$ cat src/rtl/seg7_scan_mux.sv
// Time-multiplexed scan driver for a 4-digit common-anode 7-segment display.
// Each digit owns one slot: a dark guard interval, then a PWM-dimmed drive window.
module seg7_scan_mux #(
   parameter int REFRESH_DIV  = 100000,
   parameter int GUARD_CYCLES = 64,
   parameter int CNT_W        = 17
) (
   input  logic       CLK,
   input  logic       RESET,
   input  logic [4:0] IN_A,
   input  logic [4:0] IN_B,
   input  logic [4:0] IN_C,
   input  logic [4:0] IN_D,
   input  logic [3:0] BLANK_MASK,
   input  logic [2:0] BRIGHTNESS,
   output logic [3:0] SEG_SELECT,
   output logic [7:0] DEC_OUT,
   output logic [1:0] CUR_DIGIT,
   output logic       FRAME_TICK
);

   localparam int               DRIVE_LEN = REFRESH_DIV - GUARD_CYCLES;
   localparam logic [CNT_W-1:0] CNT_LAST  = CNT_W'(REFRESH_DIV - 1);
   localparam logic [CNT_W-1:0] GUARD_END = CNT_W'(GUARD_CYCLES);

   generate
      if (REFRESH_DIV < 16) begin : g_bad_div
         $error("seg7_scan_mux: REFRESH_DIV must be >= 16");
      end
      if (GUARD_CYCLES < 0 || GUARD_CYCLES >= REFRESH_DIV) begin : g_bad_guard
         $error("seg7_scan_mux: GUARD_CYCLES must lie in 0..REFRESH_DIV-1");
      end
      if (CNT_W < 1 || (longint'(1) << CNT_W) < longint'(REFRESH_DIV)) begin : g_bad_cnt_w
         $error("seg7_scan_mux: CNT_W too narrow for REFRESH_DIV");
      end
   endgenerate

   typedef enum logic {
      GUARD = 1'b0,
      DRIVE = 1'b1
   } state_t;

   state_t state, state_nxt;

   logic [CNT_W-1:0] cnt;
   logic [CNT_W-1:0] cnt_inc;
   logic [CNT_W-1:0] offset;
   logic [1:0]       digit;
   logic             wrap;
   logic             slot_start;

   logic [4:0] code_in;
   logic [4:0] code_l;
   logic       blank_l;
   logic [2:0] bri_l;
   logic [4:0] code_eff;
   logic       blank_eff;
   logic [2:0] bri_eff;

   logic       vld_p0;
   logic [3:0] seg_p1;
   logic [7:0] dec_p1;
   logic       tick_p1;

   // On-length of the lit portion of the drive window, never below one clock.
   function automatic logic [CNT_W-1:0] on_len(input logic [2:0] b);
      logic [CNT_W+3:0] prod;
      logic [CNT_W-1:0] len;
      prod = ((CNT_W+4)'(b) + (CNT_W+4)'(1)) * (CNT_W+4)'(DRIVE_LEN);
      len  = CNT_W'(prod >> 3);
      if (len == '0) begin
         len = CNT_W'(1);
      end
      return len;
   endfunction

   function automatic logic [7:0] seg_decode(input logic [4:0] code);
      logic [6:0] s;
      case (code[3:0])
         4'h0:    s = 7'h40;
         4'h1:    s = 7'h79;
         4'h2:    s = 7'h24;
         4'h3:    s = 7'h30;
         4'h4:    s = 7'h19;
         4'h5:    s = 7'h12;
         4'h6:    s = 7'h02;
         4'h7:    s = 7'h78;
         4'h8:    s = 7'h00;
         4'h9:    s = 7'h10;
         4'hA:    s = 7'h08;
         4'hB:    s = 7'h03;
         4'hC:    s = 7'h46;
         4'hD:    s = 7'h21;
         4'hE:    s = 7'h06;
         default: s = 7'h0E;
      endcase
      return {~code[4], s};
   endfunction

   assign wrap       = (cnt == CNT_LAST);
   assign slot_start = (cnt == '0);
   assign cnt_inc    = cnt + 1'b1;
   assign offset     = cnt - GUARD_END;

   always_comb begin
      case (digit)
         2'd0:    code_in = IN_A;
         2'd1:    code_in = IN_B;
         2'd2:    code_in = IN_C;
         default: code_in = IN_D;
      endcase
   end

   always_ff @(posedge CLK or posedge RESET) begin
      if (RESET) begin
         cnt   <= '0;
         digit <= 2'd0;
      end else begin
         cnt <= wrap ? '0 : cnt_inc;
         if (wrap) begin
            digit <= digit + 2'd1;
         end
      end
   end

   // Slot inputs are frozen at cnt==0; during that first cycle the live values stand in.
   always_ff @(posedge CLK or posedge RESET) begin
      if (RESET) begin
         code_l  <= 5'd0;
         blank_l <= 1'b0;
         bri_l   <= 3'd0;
      end else if (slot_start) begin
         code_l  <= code_in;
         blank_l <= BLANK_MASK[digit];
         bri_l   <= BRIGHTNESS;
      end
   end

   assign code_eff  = slot_start ? code_in           : code_l;
   assign blank_eff = slot_start ? BLANK_MASK[digit] : blank_l;
   assign bri_eff   = slot_start ? BRIGHTNESS        : bri_l;

   always_ff @(posedge CLK or posedge RESET) begin
      if (RESET) begin
         state <= GUARD;
      end else begin
         state <= state_nxt;
      end
   end

   always_comb begin
      state_nxt = state;
      vld_p0    = 1'b0;
      case (state)
         GUARD: begin
            if (!wrap && cnt_inc >= GUARD_END) begin
               state_nxt = DRIVE;
            end
         end
         DRIVE: begin
            if (!blank_eff && offset < on_len(bri_eff)) begin
               vld_p0 = 1'b1;
            end
            if (wrap) begin
               state_nxt = (GUARD_CYCLES == 0) ? DRIVE : GUARD;
            end
         end
         default: state_nxt = GUARD;
      endcase
   end

   // p0 -> p1: registered anode/segment drive, changing together on one edge.
   always_ff @(posedge CLK or posedge RESET) begin
      if (RESET) begin
         seg_p1  <= 4'hF;
         dec_p1  <= 8'hFF;
         tick_p1 <= 1'b0;
      end else begin
         seg_p1  <= vld_p0 ? ~(4'b0001 << digit) : 4'hF;
         dec_p1  <= vld_p0 ? seg_decode(code_eff) : 8'hFF;
         tick_p1 <= wrap && (digit == 2'd3);
      end
   end

   assign SEG_SELECT = seg_p1;
   assign DEC_OUT    = dec_p1;
   assign CUR_DIGIT  = digit;
   assign FRAME_TICK = tick_p1;

endmodule
$ cat config.mk
export PLATFORM = sky130hd
export DESIGN_NAME = seg7_scan_mux
export DESIGN_NICKNAME = d
export VERILOG_FILES = /design/src/rtl/seg7_scan_mux.sv
export SDC_FILE = /design/constraint.sdc
export NUM_CORES = 1
export LEC_CHECK = 0
export ABC_AREA = 1
export BUFFER_PORTS_ARGS = -buffer_cell sky130_fd_sc_hd__buf_2
export CORE_MARGIN = 2
export CORE_UTILIZATION = 40
export CTS_CLUSTER_DIAMETER = 40
export DETAILED_ROUTE_END_ITERATION = 16
export GPL_TIMING_DRIVEN = 0
export PLACE_DENSITY = 0.62
export SLEW_MARGIN = 0
export SYNTH_ARGS = -nofsm -noshare
export SYNTH_HDL_FRONTEND = slang
export SYNTH_SLANG_ARGS = --single-unit
$ cat constraint.sdc
create_clock -name CLK -period 4.9 [get_ports CLK]
set_input_delay 0.98 -clock CLK [delete_from_list [all_inputs] [get_ports CLK]]
set_output_delay 0.98 -clock CLK [all_outputs]
set_load 0.01 [all_outputs]
==> summary.txt <==
Yosys
  – Unique masters post-synth: 41
  – Largest family of logic cells by synthesized area: simple AND/OR/NAND/NOR gates
  – Synthesis Warnings: 0
  – Post-synthesis cell count: roughly 430
  – Mux cell area share after synthesis: 0
  – Async set-or-reset flop fraction in the synthesized netlist: 1.00
  – Ys flop type: dfrtp_1
  – Synth Area in Adders: 0.154
  – EDFF count, synth: 0
  – Synth Area in XOR/XNOR: 0.0749
  – Post-synthesis compound-gate area fraction: 0.0792
  – Mapped Area: 0.00349 mm^2
  – Average size of a mapped cell: just over 8 um^2
  – Seq cells post-synth: 42
  – Syn_nets: just over 500
  – Post-Synth Simple-Gate Area: 0.292
  – Sequential area share after synthesis: 0.305

Critical path
  – Arr. time, crit path: 4800 ps
  – Max incr delay on CP: between 400 and 500 ps
  – Critical path class: flip-flop to flip-flop
  – CP Capture Type: flip-flop
  – Most common cell on crit path: nand2_1
  – CP max-delay cell: dfrtp_1
  – Worst path required time: 5140 ps
  – Type of origin of the critical path: flip-flop
  – CP max FO: 10

Detailed routing
  – DRT Pass-1 Iters: 4
  – Routed WL per cell: 12.8 um
  – Post-DRT Antenna Nets: 0
  – DR iter-0 viols: 106
  – Vias per cell: roughly 5
  – Routed wire length: approximately 7.8 mm
  – Vias: 2959
  – DRC: 0

Power
  – Leakage: around 2.0 nW
  – Peak supply drop: between 80 and 90 uV
  – Power per cell area: 187 mW/mm^2

Floorplanning
  – Horiz. Die Dim: 97.4 um
  – Core footprint: 0.00859 mm^2
  – I/O Pins: 44
  – Initial Util: 0.406
  – Die area: 0.00949 mm^2
  – Rows: 34
  – Die height: 97.4 um

Clocking
  – Clock tree buffer depth: 2
  – Reg clk slew, reported paths: 100 ps
  – CTS H-Tree Depth: 2
  – Clock latency on the worst-skew pair: just over 300 ps
  – TritonCTS clock tree: yes
  – Clock Tree Root: clkbuf_8
  – Clock buffer count from CTS: 5
  – CTS sink cnt: 42

GRT
  – Grt met3 use: 0.0331
  – Global-route wire length before repair: 13.3 mm
  – Pin count of the biggest net entering global routing: 43
  – GR Overflow Total: 0
  – Vias in the first global route: between 2k and 3k
  – Initial antenna violation count: 0
  – Total Routing Usage GR: 0.170
  – Global Route met2 Usage: 0.276
  – Met1 GRT Util: 0.234
  – GRT Max-Usage Layer: met2

Timing
  – Max_slew headroom: 0.421
  – Clock skew: 17.9 ps
  – Period Utilization, post-route: 0.931
  – Fin Setup TNS: 0 ps
  – Setup violators final: 0
  – Pin slew with the least headroom to its limit: approximately 870 ps
  – Hold Fails Final Rpt: 0
  – Fmax: between 200 and 250 MHz
  – Min Clock Period, post-route: 4560 ps
  – Max Slew Vio Count: 0

Place
  – DP HPWL: 5.94 mm
  – Gpl congestion: 0.875
  – Port Buffers: 43

Finish
  – Commonest non-fill, non-tap cell in the layout: nand2_1
  – Register area: 0.00107 mm^2
  – N_diodes: 0
  – Final nets: 570
  – Multi-input logic area: 0.00214 mm^2
  – Commonest cells after routing, fill and taps aside: 76 x nand2_1, 62 x inv_1, 43 x buf_2, 39 x ha_1, 37 x nor2_1
  – Share of cells above drive strength 1: 0.269
  – Syn-to-layout area delta: 17.4%
  – Fillers: 840
  – Post-Route Utilization: 0.477

Run
  – Maximum capacitance violations: 0

Hold path
  – Hold WC Path Type: flip-flop to flip-flop

Status
  – Outcome: complete, no violations
## state kept, by name, indices dropped and copies added (netlist names)
register,cells
blank_l,1
code_l,5
cnt,17
DEC_OUT,8
FRAME_TICK,1
SEG_SELECT,4
CUR_DIGIT,2
state,1
bri_l,3
## layer usage
metal	vias to the layer above	wire length, um
met2	48	3660
met3	6	306
li1	1534	-
met1	1371	3740
met5	-	0
met4	0	68
## cell type report
type                       count  area share
tap                          108      0.0329
clock buffer                   5      0.0168
buffer                         6      0.0168
clock inverter                 3     0.00610
sequential                    42       0.260
timing repair buffer          58      0.0799
multi-input combinational    316       0.522
inverter                      69      0.0650
## metrics by stage
stage               cell area, um^2  worst slack (ps)  std cells  power, mW  hold WS [ps]
floorplan                      3490               560        433      0.483           455
global placement               3840             -85.4        584      0.521           486
detailed placement             3840              -132        584      0.524           497
CTS                            3950              40.6        592      0.768           511
global route                   4100             -14.1        607      0.819           571
finish                         4100               336        607      0.765           546
## cell families (layout without fill, tap and decap cells)
logic type,count (synthesis),count (layout)
compound gates,48,48
buf+inv,75,141
xor+xnor,29,29
fa+ha+maj,43,43
simple gates,196,196
flops,42,42
## worst max-delay path, delay by kind of cell (launching register included)
kind / cells / cell delay, ps
xor gates and xnor gates: 2 / 320
and+or+nand+nor: 16 / 1750
DFF: 1 / 430
adders and majority gates: 6 / 1430
buffers and inverters: 5 / 560
## synthesized netlist by cell type, types with 2 or more instances
| master | instances | area, um^2 |
|---|---|---|
| dfstp_2 | 12 | 315 |
| xor2_1 | 26 | 228 |
| a21oi_1 | 15 | 75.1 |
| o21ai_2 | 2 | 17.5 |
| nand3_2 | 13 | 130 |
| nand2_2 | 4 | 25.0 |
| nand4_1 | 10 | 62.6 |
| ha_1 | 43 | 538 |
| inv_1 | 66 | 248 |
| nor2_4 | 3 | 33.8 |
| nand2_1 | 77 | 289 |
| o21ai_0 | 14 | 70.1 |
| dfrtp_1 | 30 | 751 |
| nand3_1 | 28 | 140 |
| nor3_1 | 6 | 30.0 |
| o21ai_1 | 5 | 25.0 |
| a22o_1 | 3 | 26.3 |
| o22ai_1 | 4 | 25.0 |
| nand2_4 | 5 | 56.3 |
| nor2_2 | 2 | 12.5 |
| nor4_1 | 3 | 18.8 |
| buf_6 | 4 | 45.0 |
| and2_1 | 2 | 12.5 |
| nor2_1 | 38 | 143 |
| xnor2_1 | 2 | 17.5 |
## final timing paths
| path | end | from | cells past startpoint | slack (ps) |
|---|---|---|---|---|
| worst max register to register | SEG_SELECT[0]$_DFF_PP1_ | cnt[0]$_DFF_PP0_ | 29 | 340 |
| max in group asynchronous | cnt[7]$_DFF_PP0_ | RESET | 2 | 3450 |
| min in group asynchronous | code_l[4]$_DFF_PP0_ | RESET | 2 | 850 |
| worst min register to register | code_l[4]$_DFF_PP0_ | code_l[4]$_DFF_PP0_ | 2 | 550 |
| worst max-delay path | SEG_SELECT[0]$_DFF_PP1_ | cnt[0]$_DFF_PP0_ | 29 | 340 |
| worst min-delay path | code_l[4]$_DFF_PP0_ | code_l[4]$_DFF_PP0_ | 2 | 550 |
## power by group
| part | internal (mW) | switching (mW) | leakage [nW] | total (mW) |
|---|---|---|---|---|
| combinational | 0.0689 | 0.106 | 1.49 | 0.175 |
| sequential | 0.351 | 0.00113 | 0.508 | 0.352 |
| clock | 0.103 | 0.136 | 0.0447 | 0.239 |
## repair_timing
| item | in CTS | in global routing |
|---|---|---|
| hold endpoints to repair | 0 | 0 |
| cloned | 0 | 1 |
| setup endpoints to repair | 12 | 12 |
| hold buffers | 0 | 0 |
| pin swaps | 0 | 8 |
| buffers inserted | 0 | 14 |
| gates resized for setup | 2 | 16 |
Note: power is estimated with default switching activity, not from simulation.
